**src/rtl/decode_pkg.sv**
```systemverilog
// Shared decode definitions: instruction field positions, EXT prefix match,
// ALU operation encoding and prefix FSM states.
package decode_pkg;

  localparam int BIT_YSEL = 12;
  localparam int BIT_U    = 10;
  localparam int OP_HI    = 9;
  localparam int OP_LO    = 8;
  localparam int BIT_ZX   = 7;
  localparam int BIT_SW   = 6;
  localparam int DST_HI   = 5;
  localparam int DST_LO   = 3;
  localparam int COND_HI  = 2;
  localparam int COND_LO  = 0;

  localparam int EXT_HI = 14;
  localparam int EXT_LO = 13;
  localparam logic [1:0] EXT_MATCH = 2'b01;
  localparam int PAYLOAD_W = 13;

  localparam logic [2:0] DST_IMM = 3'b100;

  // {u, op}: upper half is arithmetic, lower half is logic
  typedef enum logic [2:0] {
    ALU_AND = 3'b000,
    ALU_OR  = 3'b001,
    ALU_XOR = 3'b010,
    ALU_NOT = 3'b011,
    ALU_ADD = 3'b100,
    ALU_INC = 3'b101,
    ALU_SUB = 3'b110,
    ALU_DEC = 3'b111
  } alu_op_e;

  typedef enum logic {
    ST_IDLE    = 1'b0,
    ST_PENDING = 1'b1
  } state_e;

endpackage

```
**src/rtl/exec_unit.sv**
```systemverilog
// Combinational ALU and jump condition for compute instructions.
module exec_unit
  import decode_pkg::*;
#(
  parameter int WIDTH = 16
) (
  input  logic             y_sel,
  input  alu_op_e          alu_op,
  input  logic             zx,
  input  logic             sw,
  input  logic [2:0]       cond,
  input  logic [WIDTH-1:0] a,
  input  logic [WIDTH-1:0] d,
  input  logic [WIDTH-1:0] a_mem,
  output logic [WIDTH-1:0] result,
  output logic             jmp
);

  logic [WIDTH-1:0] y_raw;
  logic [WIDTH-1:0] x_sw;
  logic [WIDTH-1:0] y_sw;
  logic [WIDTH-1:0] x;
  logic             is_neg;
  logic             is_zero;

  assign y_raw = y_sel ? a_mem : a;
  assign x_sw  = sw ? y_raw : d;
  assign y_sw  = sw ? d : y_raw;
  assign x     = zx ? '0 : x_sw;

  always_comb begin
    result = '0;
    case (alu_op)
      ALU_AND: result = x & y_sw;
      ALU_OR:  result = x | y_sw;
      ALU_XOR: result = x ^ y_sw;
      ALU_NOT: result = ~x;
      ALU_ADD: result = x + y_sw;
      ALU_INC: result = x + WIDTH'(1);
      ALU_SUB: result = x - y_sw;
      ALU_DEC: result = x - WIDTH'(1);
      default: result = '0;
    endcase
  end

  // cond is {lt, eq, gt}; result is read as two's complement
  assign is_neg  = result[WIDTH-1];
  assign is_zero = (result == '0);
  assign jmp     = (cond[2] && is_neg) || (cond[1] && is_zero) ||
                   (cond[0] && !is_neg && !is_zero);

endmodule

```
**src/rtl/decode_stage.sv**
```systemverilog
// Single-entry decode/execute stage with valid/ready handshake and an
// optional EXT prefix that supplies the top bit of a following immediate.
module decode_stage
  import decode_pkg::*;
#(
  parameter int WIDTH     = 16,
  parameter bit PREFIX_EN = 1'b1
) (
  input  logic             clk,
  input  logic             rst,
  input  logic             flush,
  input  logic             in_valid,
  output logic             in_ready,
  input  logic [WIDTH-1:0] instruction,
  input  logic [WIDTH-1:0] a_reg,
  input  logic [WIDTH-1:0] d_reg,
  input  logic [WIDTH-1:0] a_mem_reg,
  output logic             out_valid,
  input  logic             out_ready,
  output logic [WIDTH-1:0] out,
  output logic [2:0]       dst,
  output logic             jmp,
  output logic             ext_drop
);

  logic                 out_valid_reg;
  logic [WIDTH-1:0]     out_reg;
  logic [2:0]           dst_reg;
  logic                 jmp_reg;
  logic                 ext_drop_reg;
  logic [PAYLOAD_W-1:0] ext_payload_reg;
  state_e               state_reg;

  logic             accept;
  logic             is_imm;
  logic             is_ext;
  logic             pending;
  logic [WIDTH-1:0] payload_wide;
  logic [WIDTH-1:0] imm_value;
  logic [WIDTH-1:0] alu_result;
  logic             alu_jmp;
  logic [WIDTH-1:0] out_next;
  logic [2:0]       dst_next;
  logic             jmp_next;

  assign in_ready = !out_valid_reg || out_ready;
  assign accept   = in_valid && in_ready && !flush;
  assign pending  = (state_reg == ST_PENDING);

  assign is_imm = !instruction[WIDTH-1];
  assign is_ext = PREFIX_EN && instruction[WIDTH-1] &&
                  (instruction[EXT_HI:EXT_LO] == EXT_MATCH);

  // Only the payload LSB survives the shift into the top bit after truncation
  assign payload_wide = {{(WIDTH-PAYLOAD_W){1'b0}}, ext_payload_reg};
  assign imm_value    = pending ? ((payload_wide << (WIDTH-1)) |
                                   {1'b0, instruction[WIDTH-2:0]})
                                : instruction;

  exec_unit #(
    .WIDTH (WIDTH)
  ) u_exec (
    .y_sel  (instruction[BIT_YSEL]),
    .alu_op (alu_op_e'({instruction[BIT_U], instruction[OP_HI:OP_LO]})),
    .zx     (instruction[BIT_ZX]),
    .sw     (instruction[BIT_SW]),
    .cond   (instruction[COND_HI:COND_LO]),
    .a      (a_reg),
    .d      (d_reg),
    .a_mem  (a_mem_reg),
    .result (alu_result),
    .jmp    (alu_jmp)
  );

  assign out_next = is_imm ? imm_value : alu_result;
  assign dst_next = is_imm ? DST_IMM : instruction[DST_HI:DST_LO];
  assign jmp_next = is_imm ? 1'b0 : alu_jmp;

  always_ff @(posedge clk) begin
    if (rst) begin
      out_valid_reg   <= 1'b0;
      out_reg         <= '0;
      dst_reg         <= '0;
      jmp_reg         <= 1'b0;
      ext_drop_reg    <= 1'b0;
      ext_payload_reg <= '0;
      state_reg       <= ST_IDLE;
    end else if (flush) begin
      out_valid_reg <= 1'b0;
      ext_drop_reg  <= 1'b0;
      state_reg     <= ST_IDLE;
    end else begin
      ext_drop_reg <= accept && !is_imm && !is_ext && pending;

      if (accept && !is_ext) begin
        out_valid_reg <= 1'b1;
        out_reg       <= out_next;
        dst_reg       <= dst_next;
        jmp_reg       <= jmp_next;
      end else if (out_ready) begin
        out_valid_reg <= 1'b0;
      end

      // An EXT never produces a beat; it only arms the prefix
      if (accept) begin
        if (is_ext) begin
          state_reg       <= ST_PENDING;
          ext_payload_reg <= instruction[PAYLOAD_W-1:0];
        end else begin
          state_reg <= ST_IDLE;
        end
      end
    end
  end

  assign out_valid = out_valid_reg;
  assign out       = out_reg;
  assign dst       = dst_reg;
  assign jmp       = jmp_reg;
  assign ext_drop  = ext_drop_reg;

endmodule

```
**config.mk**
```make
export PLATFORM = sky130hd
export DESIGN_NAME = decode_stage
export DESIGN_NICKNAME = d
export VERILOG_FILES = /design/src/rtl/decode_pkg.sv /design/src/rtl/exec_unit.sv /design/src/rtl/decode_stage.sv
export SDC_FILE = /design/constraint.sdc
export NUM_CORES = 1
export LEC_CHECK = 0
export BUFFER_PORTS_ARGS = -buffer_cell sky130_fd_sc_hd__buf_2
export CORE_MARGIN = 2
export CORE_UTILIZATION = 57
export DETAILED_ROUTE_END_ITERATION = 10
export PLACE_DENSITY = 0.87
export SYNTH_ARGS = -nofsm -noshare
export SYNTH_HDL_FRONTEND = slang
export SYNTH_HIERARCHICAL = 1
export SYNTH_SLANG_ARGS = --single-unit
```
**constraint.sdc**
```tcl
create_clock -name clk -period 5.62 [get_ports clk]
set_clock_uncertainty 0.05 [all_clocks]
set_input_delay 0.562 -clock clk [delete_from_list [all_inputs] [get_ports clk]]
set_output_delay 0.562 -clock clk [all_outputs]
set_load 0.02 [all_outputs]
```
# Yosys cells after proc, flatten, opt, wreduce, memory -nomap -nowiden
# Index checks and enable logic that the tools add are counted.
[op_classes]
multipliers = 0
n_div = 0
n_reduce_logical = 25
n_eq_ne = 8
n_mux = 12
bitwise = 6
n_lt_le_gt_ge = 0
n_addsub = 4
shifts = 0
[ops]
columns = ["operator", "count"]
rows = [
  ["$pmux W16 S8", 1],
  ["$mux W16", 6],
  ["$add A16 B1 Y16 const B", 1],
  ["$add A16 B16 Y16", 1],
  ["$and A16 B16 Y16", 1],
  ["$logic_not A16 Y1", 1],
  ["$not A16 Y16", 1],
  ["$or A16 B15 Y16", 1],
  ["$or A16 B16 Y16", 1],
  ["$sub A16 B1 Y16 const B", 1],
  ["$sub A16 B16 Y16", 1],
  ["$xor A16 B16 Y16", 1],
  ["$eq A3 B3 Y1 const B", 4],
  ["$logic_and A1 B1 Y1", 11],
  ["$eq A3 B2 Y1 const B", 2],
  ["$logic_not A1 Y1", 5],
  ["$mux W1", 4],
  ["$eq A3 B1 Y1 const B", 1],
  ["$logic_not A3 Y1", 1],
  ["$logic_or A1 B1 Y1", 3],
  ["$mux W3", 1],
  ["$reduce_and A3 Y1", 1],
  ["$eq A2 B1 Y1 const B", 1],
  ["$reduce_and A2 Y1", 1],
  ["other kinds (3)", 3],
]
[totals]
romBits = 0
in_bits = 69
latch_bits = 0
mem_count = 0
ram_bits = 0
out_inout_bits = 23
regBits = 24
elab_cells = 62

# Longest topological paths before layout
# Gate-level depths: netlist of the first run.
[depth]
depth_word = 10
mapped_depth = 25
mapped_depth_nobuf = 23

# Hierarchy
# The synthesis of the first run kept the hierarchy.
[by_module_without_submodules]
columns = ["module", "area_each_um2", "seq_area_each_um2", "instances", "cells_each"]
rows = [
  ["exec_unit", 3244.4, 0.0, 1, 453],
  ["decode_stage", 1148.6, 480.5, 1, 119],
]

# Worst setup path after synthesis of the first run
# Ideal clock, no wire load.
[synth_timing]
path_kind = "input -> register"
start = "in instruction[12]"
end = "reg jmp_reg, in the netlist jmp"
stages = 21
arrival_time_ns = 4.863
setup_time_ns = 0.070
t_required_ns = 5.500
n_path_buf = 1
slack_ns = 0.637
path_cell_list = "buf_6 mux2_4 mux2i_2 nand4_2 or4_1 nor3_1 xnor2_1 a22oi_1 ha_1 a21oi_1 o21ai_0 a21o_1 a31o_2 o41ai_1 nor2_1 and4b_1 a31o_2 a31oi_1 nand2_1 or4_1 a21oi_1"
[synth_via]
elab_chain_len = 10
word_cells_on_any_way = 23
cone_classes = "4 x add/sub; 6 x mux; 4 x bitwise; 9 x reduce/logical"
[synth_rtl]
columns = ["item", "line", "source"]
rows = [
  ["start: declaration", "decode_stage.sv:14", "input logic [WIDTH-1:0] instruction,"],
  ["$mux W16 (*)", "exec_unit.sv:26", "assign y_raw = y_sel ? a_mem : a;"],
  ["$mux W16", "exec_unit.sv:27", "assign x_sw = sw ? y_raw : d;"],
  ["$mux W16", "exec_unit.sv:29", "assign x = zx ? '0 : x_sw;"],
  ["$sub A16 B1 Y16 (tied with other cells)", "exec_unit.sv:41", "ALU_DEC: result = x - WIDTH'(1);"],
  ["$pmux W16 S8 (*)", "exec_unit.sv:33", "case (alu_op)"],
  ["$logic_not A16 Y1 / $logic_not A1 Y1 (equally long branches)", "exec_unit.sv:48, exec_unit.sv:50", ""],
  ["$logic_and A1 B1 Y1 (tied with other cells)", "exec_unit.sv:49", "assign jmp = (cond[2] && is_neg) || (cond[1] && is_zero) ||"],
  ["$logic_or A1 B1 Y1 / $logic_and A1 B1 Y1 (equally long branches)", "exec_unit.sv:49, exec_unit.sv:50", ""],
  ["$logic_or A1 B1 Y1 (*)", "exec_unit.sv:49", ""],
  ["via alu_jmp", "decode_stage.sv:41", "logic alu_jmp;"],
  ["$mux W1 (*)", "decode_stage.sv:77", "assign jmp_next = is_imm ? 1'b0 : alu_jmp;"],
  ["end signal: assignment", "decode_stage.sv:99", "jmp_reg <= jmp_next;"],
  ["end: declaration", "decode_stage.sv:29", "logic jmp_reg;"],
]
# The timed path passes the listed nets; every way through them passes the cells marked *.
# A chain may end at the register's enable or synchronous reset.

# Final worst setup path of the first run
[layout_timing]
start = "in instruction[12]"
end = "reg jmp_reg, in the netlist jmp"
[layout_via]
elab_chain_len = 10
word_cells_on_any_way = 23
cone_classes = "4 x add/sub; 6 x mux; 4 x bitwise; 9 x reduce/logical"
[layout_rtl]
columns = ["item", "line", "source"]
rows = [
  ["$mux W16 (*)", "exec_unit.sv:26", ""],
  ["$mux W16", "exec_unit.sv:27", ""],
  ["$mux W16", "exec_unit.sv:29", ""],
  ["$sub A16 B1 Y16 (tied with other cells)", "exec_unit.sv:41", ""],
  ["$pmux W16 S8 (*)", "exec_unit.sv:33", ""],
  ["via alu_result[11]", "decode_stage.sv:40", "logic [WIDTH-1:0] alu_result;"],
  ["$logic_not A16 Y1 (*)", "exec_unit.sv:48", "assign is_zero = (result == '0);"],
  ["$logic_and A1 B1 Y1 / $logic_not A1 Y1 (equally long branches)", "exec_unit.sv:49, exec_unit.sv:50", ""],
  ["$logic_or A1 B1 Y1 / $logic_and A1 B1 Y1 (equally long branches)", "exec_unit.sv:49, exec_unit.sv:50", ""],
  ["$logic_or A1 B1 Y1 (*)", "exec_unit.sv:49", ""],
  ["via alu_jmp", "decode_stage.sv:41", ""],
  ["$mux W1 (*)", "decode_stage.sv:77", ""],
]
# Marks and branches as above.

==> results_dict.tcl, run 1 <==
set metrics [dict create \
    slew_violations 0 \
    maxCapViolations 0 \
    min_period_ns 5.36 \
    ys_warn_count 6 \
    crit_required_ns 5.77 \
    gp_congestion 1.03 \
    die_w_um 91.8 \
    drive_gt1_share_pct 25.4 \
    dp_hpwl_um 10000 \
    finish.utilization_pct 65.7 \
    cts_sinks 24 \
    synth_cells 572 \
    path_class "input port to flop" \
    end_kind "flop" \
    arrival_ns 5.51 \
    startpoint "instruction[12]" \
    cts_tree "yes" \
    die_area_um2 8430 \
    synth_top_flop_cell "dfxtp_1" \
    clk_pin_slew_ns 0.09 \
    power_density_nw_per_um2 173 \
    p_comb_share_pct 60.2 \
    p_switching_w 0.000369 \
    layout.nets 769 \
    fin_crit_sh_pct 95.3 \
    grt_pass1_wl_um 21400 \
    start_util_pct 57.7 \
    status "completed" \
    syn_nets 690 \
    numCtsBuffers 3 \
    p_int_w 0.000493 \
    p_clk_share_pct 18.2 \
    fp-row-count 32 \
    area_growth_syn_to_layout_pct 13.8 \
    grtUsageTotal_pct 30.3 \
    tns_ns 0 \
    startpoint_type "input port" \
    clk_path_buf_depth 2 \
    setup_viol 0 \
    drtPass1Iterations 6 \
    holdBufCountCts 0 \
    synth.avg_cell_area_um2 7.68 \
    largest_register_ffs 16 \
    diodes 0 \
    hold_path.startpoint "dst[0]" \
    port_buffers 91 \
    cts-root-buf "clkbuf_8" \
    finalHoldViolCount 0 \
    clock_latency_ns 0.27 \
    wl_per_cell_um 17.5 \
    ir_drop_uv 108 \
    grt_pass1_vias 4687 \
    syn_area_um2 4390 \
    dr_total_vias 4852 \
    tightest_slew_ns 0.846 \
    antenna_found_initial 0 \
    die_y_um 91.8 \
    drt_iter0_markers 412 \
    synth_edf_count 0 \
    post_cts_resized 0 \
    relSlewSlack_pct 43.5 \
    rsz0062_at_grt "false" \
    drt_wl_total_um 13200 \
    leakage_nw 2.40 \
    coreArea_um2 7610 \
    synth_cell_types 69 \
    ys_seq_area_share_pct 10.9 \
    swShare_pct 42.8 \
    fillers 648 \
    async_flop_share_pct 0 \
    max_freq_mhz 187 \
    htreeDepth 1 \
    io_pins 92 \
    layout_common_cells "buf_2 (90), inv_1 (55), ha_1 (48)" \
    avgViaCountPerCell 6.45 \
    drc_errors 0 \
    synth_seq_cells 24 \
    hold_path.class "flop to flop" \
    crit_fanout 11 \
    grt_max_degree 25 \
    ant_nets 0 \
    seq_power_share_pct 21.6 \
    final_common_cell "buf_2" \
    overflow 0 \
    r2r_start "out_valid" \
    cts_setup_buffers 0 \
]
-- power groups by stage --
stage	Clock (W)	Combinational [W]	Sequential (W)
2_1_floorplan	0	0.000357	0.000202
3_5_place_dp	0	0.000500	0.000190
4_1_cts	0.000155	0.000505	0.000186
3_3_place_gp	0	0.000481	0.000189
6_report	0.000157	0.000520	0.000186
5_1_grt	0.000162	0.000566	0.000187
-- through the flow --
step | std cells | cell area (um2) | power (W) | setup WS [ns] | hold slack, ns
finish | 752 | 5000 | 0.000863 | 0.264 | 0.422
global route | 752 | 5000 | 0.000915 | 0.0334 | 0.453
CTS | 752 | 4990 | 0.000846 | 0.290 | 0.424
detailed placement | 748 | 4920 | 0.000690 | 0.119 | 0.412
global placement | 748 | 4920 | 0.000670 | 0.269 | 0.401
floorplan | 572 | 4390 | 0.000559 | 0.637 | 0.398
-- synth_stat cells (all sizes together), types with 4 or more instances --
cell | number | area [um2]
a211o | 4 | 35.0
a211oi | 21 | 158
a21o | 7 | 55.1
a21oi | 33 | 165
a22oi | 12 | 90.1
a31oi | 20 | 125
and3 | 5 | 31.3
buf | 19 | 143
clkbuf | 19 | 72.6
dfxtp | 24 | 480
ha | 48 | 601
inv | 56 | 210
mux2 | 14 | 184
mux2i | 38 | 435
mux4 | 5 | 113
nand2 | 34 | 128
nand2b | 4 | 25.0
nand3 | 10 | 50.1
nand3b | 4 | 30.0
nand4 | 6 | 50.0
nor2 | 40 | 150
nor2b | 8 | 50.1
nor3 | 19 | 111
o21ai | 33 | 165
o22ai | 5 | 31.3
o31ai | 5 | 37.5
or2 | 7 | 43.8
or3 | 7 | 45.1
or4 | 7 | 52.6
xnor2 | 16 | 140
xor2 | 5 | 43.8
-- per-layer routing --
layer  GRT usage, %  wire, um
met5              0         0
met4           7.84       387
met3           2.71       819
met2           59.3      6930
met1           35.0      5030
-- final timing paths --
check             cells past startpoint  slack, ns      to
setup / recovery                     21       0.26     jmp
hold / removal                        2       0.42  dst[0]
hold reg to reg                       2       0.42  dst[0]
setup reg to reg                      4       3.47  out[3]
-- worst max-delay path: stages --
cell,delay [ns]
clkbuf_4,0.24
mux2_2,0.40
mux2i_4,0.21
ha_1,0.23
nand3_1,0.14
nor2_1,0.20
xnor2_1,0.09
a22oi_1,0.24
ha_1,0.35
a21oi_1,0.20
nand2_1,0.16
and3_1,0.22
a221o_1,0.35
a2111oi_0,0.40
or3_1,0.19
and4b_1,0.21
a31o_2,0.24
a31oi_1,0.16
nand2_1,0.07
or4_1,0.45
a21oi_1,0.18
-- logic make-up after synthesis --
logic type,count (synthesis),share of synthesized area (%)
flip-flops,24,10.9
AO/OA/AOI/OAI,166,24.8
buffers and inverters,94,9.68
XOR/XNOR,21,4.19
multiplexers,57,16.7
AND/OR/NAND/NOR,161,19.6
adder cells (fa/ha/maj),49,14.1
-- layout make-up --
| class | count | area (um2) | area share [%] |
|---|---|---|---|
| Timing Repair Buffer | 112 | 616 | 12.3 |
| Clock inverter | 1 | 30.0 | 0.601 |
| Clock buffer | 3 | 41.3 | 0.826 |
| Tap cell | 102 | 128 | 2.55 |
| Sequential cell | 24 | 480 | 9.61 |
| Inverter | 56 | 210 | 4.21 |
| Multi-Input combinational cell | 454 | 3490 | 69.9 |
Note: power is estimated with default switching activity, not from simulation.
==> run 2: changes to the inputs <==
--- a/config.mk
+++ b/config.mk
@@ -7,9 +7,9 @@
 export LEC_CHECK = 0
 export BUFFER_PORTS_ARGS = -buffer_cell sky130_fd_sc_hd__buf_2
 export CORE_MARGIN = 2
-export CORE_UTILIZATION = 57
+export CORE_UTILIZATION = 52
 export DETAILED_ROUTE_END_ITERATION = 10
-export PLACE_DENSITY = 0.87
+export PLACE_DENSITY = 0.83
 export SYNTH_ARGS = -nofsm -noshare
 export SYNTH_HDL_FRONTEND = slang
 export SYNTH_HIERARCHICAL = 1
==> constraint.sdc (replaced) <==
create_clock -name clk -period 4.5 [get_ports clk]
set_clock_uncertainty 0.05 [all_clocks]
set_input_delay 0.45 -clock clk [delete_from_list [all_inputs] [get_ports clk]]
set_output_delay 0.45 -clock clk [all_outputs]
set_load 0.02 [all_outputs]
==> results_dict.tcl, run 2 (same netlist as run 1, synthesis figures left out) <==
set metrics [dict create \
    largest_register_ffs 16 \
    cts_tree "yes" \
    power_density_nw_per_um2 208 \
    cts-root-buf "clkbuf_8" \
    avgViaCountPerCell 6.10 \
    area_growth_syn_to_layout_pct 39.0 \
    finalWorstSetupSlack_ns -0.302 \
    io_pins 92 \
    htreeDepth 1 \
    finish.utilization_pct 74.3 \
    grt_pass1_vias 5113 \
    crit_fanout 6 \
    min_period_ns 4.80 \
    maxCapViolations 0 \
    hold_path.class "input port to flop" \
    multi_input_area_um2 3720 \
    arrival_ns 4.96 \
    startpoint_type "input port" \
    dp_hpwl_um 11100 \
    status "finished with violations" \
    violations "setup timing" \
    relSlewSlack_pct 47.6 \
    grt_pass1_wl_um 22700 \
    dr_total_vias 5275 \
    critPathTopFamily "simple AND/OR/NAND/NOR gates" \
    fin_crit_sh_pct 107 \
    cts_sinks 24 \
    cp_slowest_cell "or4_4" \
    fillers 577 \
    numCtsBuffers 3 \
    ff_latch_area_um2 480 \
    clk_pin_slew_ns 0.08 \
    clk_path_buf_depth 2 \
    rsz0062_at_grt "true" \
    drt_iter0_markers 409 \
    layout.nets 879 \
    overflow 0 \
    path_class "input port to flop" \
    crit_required_ns 4.65 \
    grtUsageTotal_pct 30.7 \
    finalHoldViolCount 0 \
    gp_congestion 0.904 \
    wl_per_cell_um 17.3 \
    ir_drop_uv 125 \
    holdBufCountCts 0 \
    p_total_w 0.00127 \
    drc_errors 0 \
    slew_violations 0 \
    fp-row-count 33 \
    slowest_delay_ns 0.57 \
    die_w_um 95.9 \
    antenna_found_initial 0 \
    die_y_um 95.9 \
    coreArea_um2 8220 \
    clock_latency_ns 0.27 \
    critPathBufInv 5 \
    drive_gt1_share_pct 40.3 \
    drtPass1Iterations 5 \
    port_buffers 91 \
    setup_viol 2 \
    ant_nets 0 \
    die_area_um2 9200 \
    max_freq_mhz 208 \
    diodes 0 \
    leakage_nw 2.98 \
    grt_max_degree 25 \
    tightest_slew_ns 0.784 \
    final_common_cell "buf_4" \
    start_util_pct 53.5 \
    end_kind "flop" \
    worstPathCellList "buf_8 -> buf_12 -> buf_4 -> mux2_4 -> mux2i_2 -> inv_2 -> or4_4 -> nor3_4 -> xnor2_1 -> a22oi_2 -> ha_4 -> nand4_1 -> buf_4 -> nor2_1 -> a21oi_1 -> xor2_1 -> o21ai_0 -> nor4_2 -> a31o_2 -> a31oi_1 -> nand2_1 -> or4_4 -> a21oi_2" \
    drt_wl_total_um 15000 \
    layout_common_cells "buf_4 (122), buf_2 (90), inv_1 (53)" \
]
[run 2: repair_timing]
item | 4_1_cts | 5_1_grt
resized for setup | 9 | 34
pin swaps | 13 | 16
cloned | 0 | 1
buffers inserted | 4 | 10
setup endpoints to repair | 2 | 3
[run 2: cell type report]
class / count / share of cell area [%]
clock buffers: 4 / 0.902
inverters: 56 / 3.48
multi-input cells: 454 / 60.9
flip-flops and latches: 24 / 7.87
well taps: 105 / 2.15
repair buffers: 222 / 24.7
[run 2: path summary, 6_finish.rpt]
path / from / end / slack (ns) / cells past startpoint
worst max-delay path: instruction[12] / jmp / -0.30 / 23
worst min-delay path: flush / out_valid / 0.33 / 2
worst max register to register: out_valid / out[15] / 2.34 / 4
worst min register to register: dst[0] / dst[0] / 0.43 / 2
[run 2: worst reg2reg max path, stage by stage, from the launching register on]
cell and delay (ns):
dfxtp_1 0.35, nor2b_1 0.64, inv_1 0.55, a31oi_1 0.32, a311oi_2 0.09
[run 2: power breakdown]
group | leakage, nW | internal [W] | switching [W]
logic | 2.76 | 0.000440 | 0.000451
registers | 0.197 | 0.000225 | 0.00000716
clock network | 0.0288 | 0.0000781 | 0.0000693
total | 2.98 | 0.000743 | 0.000527
[run 2: per-layer routing]
metal  vias to the layer above  GRT usage (%)  share of wire [%]
met2                       231           56.6                 50
li1                       2465              -                  -
met5                         -              0                  0
met1                      2511           35.1                 39
met3                        68           3.76                6.0
met4                         0           13.6                4.8
[run 2: metrics by stage]
step	area [um2]	setup TNS [ns]	setup slack [ns]	std cells	hold slack, ns
final	6110	-0.412	-0.302	865	0.330
after global placement	5730	-0.594	-0.448	847	0.400
after CTS	5850	-0.216	-0.216	855	0.332
after detailed placement	5730	-0.911	-0.558	847	0.414
after global routing	6110	-0.725	-0.479	865	0.333
after floorplan	4470	-0.198	-0.198	572	0.398
==> run 3: changes to the inputs <==
--- a/config.mk
+++ b/config.mk
@@ -12,5 +12,4 @@
 export PLACE_DENSITY = 0.83
 export SYNTH_ARGS = -nofsm -noshare
 export SYNTH_HDL_FRONTEND = slang
-export SYNTH_HIERARCHICAL = 1
 export SYNTH_SLANG_ARGS = --single-unit
==> results_dict.tcl, run 3 <==
set metrics [dict create \
    seq_power_share_pct 19.7 \
    io_pins 92 \
    maxCapViolations 0 \
    layout_common_cells "buf_2 (90), buf_4 (81), nor2_1 (64)" \
    dp_slack_ns -0.284 \
    grtUsageTotal_pct 29.3 \
    cp_slowest_cell "or3b_4" \
    synth_cells 579 \
    ys_warn_count 0 \
    coreArea_um2 8220 \
    hold_path.class "input port to flop" \
    crit_required_ns 4.66 \
    area_growth_syn_to_layout_pct 29.9 \
    clock_latency_ns 0.28 \
    p_switching_w 0.000469 \
    async_flop_share_pct 0 \
    min_period_ns 4.49 \
    finalWorstSetupSlack_ns 0.00616 \
    antenna_found_initial 0 \
    fillers 670 \
    grt_pass1_wl_um 21500 \
    diodes 0 \
    cts_sinks 24 \
    drt_wl_total_um 13700 \
    max_freq_mhz 223 \
    relSlewSlack_pct 46.5 \
    power_density_nw_per_um2 203 \
    p_int_w 0.000695 \
    finalHoldViolCount 0 \
    synth_top_flop_cell "dfxtp_1" \
    drtPass1Iterations 5 \
    cts-root-buf "clkbuf_8" \
    dr_total_vias 4935 \
    die_area_um2 9240 \
    clk_path_buf_depth 2 \
    synth.largest_area_cell "ha_1" \
    gp_congestion 0.892 \
    start_util_pct 53.7 \
    netlist.area_leader.share_pct 13.6 \
    wl_per_cell_um 16.5 \
    p_clk_share_pct 16.4 \
    avgViaCountPerCell 5.95 \
    ir_drop_uv 137 \
    syn_nets 697 \
    grt_pass1_vias 4674 \
    cts_tree "yes" \
    synth.avg_cell_area_um2 7.62 \
    crit_fanout 6 \
    ys_seq_area_share_pct 10.9 \
    yosys.cell_count.top_type "nor2_1" \
    drc_errors 0 \
    die_w_um 96.1 \
    swShare_pct 40.3 \
    final_common_cell "buf_2" \
    synthTopCellsByArea "ha_1 (14%), dfxtp_1 (11%), mux2i_1 (6.4%)" \
    numCtsBuffers 3 \
    drive_gt1_share_pct 34.6 \
    setup_viol 0 \
    rsz0062_at_grt "true" \
    holdWs_ns 0.318 \
    status "completed" \
    p_comb_share_pct 63.9 \
    final_cells 830 \
    overflow 0 \
    place_area_um2 5470 \
    ant_nets 0 \
    leakage_nw 2.76 \
    synth_cell_types 78 \
    slowest_delay_ns 0.43 \
    largest_register_ffs 16 \
    clk_pin_slew_ns 0.09 \
    worstPathCellList "buf_8 -> buf_12 -> mux2_4 -> mux2i_4 -> buf_4 -> nor3_1 -> a21oi_1 -> nor2_1 -> a21oi_1 -> o21ai_0 -> ha_1 -> nor2b_1 -> o211a_1 -> buf_4 -> o22ai_2 -> xor2_1 -> a21oi_1 -> or3b_4 -> nor4_4 -> mux2i_1 -> or3_1 -> a31oi_1" \
    path_class "input port to flop" \
    port_buffers 91 \
    fin_crit_sh_pct 99.9 \
    synth_commonest_cells "nor2_1 (65), ha_1 (48), a21oi_1 (38), inv_1 (38), o21ai_0 (36)" \
    dp_cells 818 \
    startpoint_type "input port" \
    crit_path_frequent_cell "a21oi_1" \
    layout.nets 844 \
    htreeDepth 1 \
    holdBufCountCts 0 \
    synth_seq_cells 24 \
    grt_max_degree 39 \
    tightest_slew_ns 0.803 \
    postLayoutCellArea_um2 5730 \
    die_y_um 96.1 \
    dp_hpwl_um 10700 \
    tns_ns 0 \
    arrival_ns 4.65 \
    drt_iter0_markers 325 \
    end_kind "flop" \
    syn_area_um2 4410 \
    synth_edf_count 0 \
    slew_violations 0 \
    fp-row-count 33 \
]
## run 3: final timing paths
check                   from  endpoint  slack, ns  depth (start not counted)
max          instruction[12]       jmp      0.006                         22
min                    flush   pending       0.32                          2
max reg2reg        out_valid       jmp       2.33                          7
min reg2reg           dst[0]    dst[0]       0.41                          2
## run 3: through the flow
stage / power [W] / util (%)
4_1_cts: 0.00112 / 67.6
5_1_grt: 0.00124 / 69.8
3_3_place_gp: 0.000911 / 66.6
2_1_floorplan: 0.000687 / -
6_report: 0.00116 / 69.8
3_5_place_dp: 0.000932 / 66.6
## run 3: kinds of logic (layout without fill, tap and decap cells)
family / after synthesis / after routing / share of synthesized area (%)
buf+inv: 79 / 225 / 9.04
compound gates: 168 / 168 / 25.9
flops: 24 / 24 / 10.9
xor+xnor: 18 / 18 / 3.57
mux: 55 / 55 / 15.0
fa+ha+maj: 49 / 49 / 14.1
simple gates: 186 / 186 / 21.6
## run 3: cell type report
cell class / count / area, um2 / share of cell area (%)
Multi-Input combinational cell: 476 / 3690 / 64.3
Tap cell: 105 / 131 / 2.29
Sequential cell: 24 / 480 / 8.38
Inverter: 42 / 160 / 2.79
Clock inverter: 1 / 30.0 / 0.524
Timing Repair Buffer: 179 / 1200 / 21.0
Clock buffer: 3 / 41.3 / 0.720
## run 3: worst max-delay path: cells and delay by family
kind / cells / cell delay [ns]
and+or+nand+nor: 6 / 1.37
xor gates and xnor gates: 1 / 0.16
AOI/OAI and AO/OA: 7 / 1.09
muxes: 3 / 0.62
adders and majority gates: 1 / 0.37
buffers and inverters: 4 / 0.58
## run 3: layer usage
layer / track usage [%] / part of all wire (%) / vias to the layer above
met4: 11.7 / 3.9 / 0
met3: 2.04 / 4.7 / 40
met5: 0 / 0 / -
li1: - / - / 2392
met1: 34.5 / 41 / 2332
met2: 54.3 / 51 / 171
## run 3: power by group through the flow
stage                     Clock, W  Sequential (W)  Combinational [W]
after floorplan                  0        0.000248           0.000439
after global placement           0        0.000234           0.000677
after detailed placement         0        0.000234           0.000698
after CTS                 0.000190        0.000229           0.000704
after global routing      0.000198        0.000230           0.000814
final                     0.000191        0.000229           0.000744
## run 3: timing repair
action / CTS / global route
gates cloned: 0 / 1
endpoints found under the setup margin: 1 / 2
setup buffers: 0 / 7
pin swaps: 0 / 9
resized for setup: 1 / 22
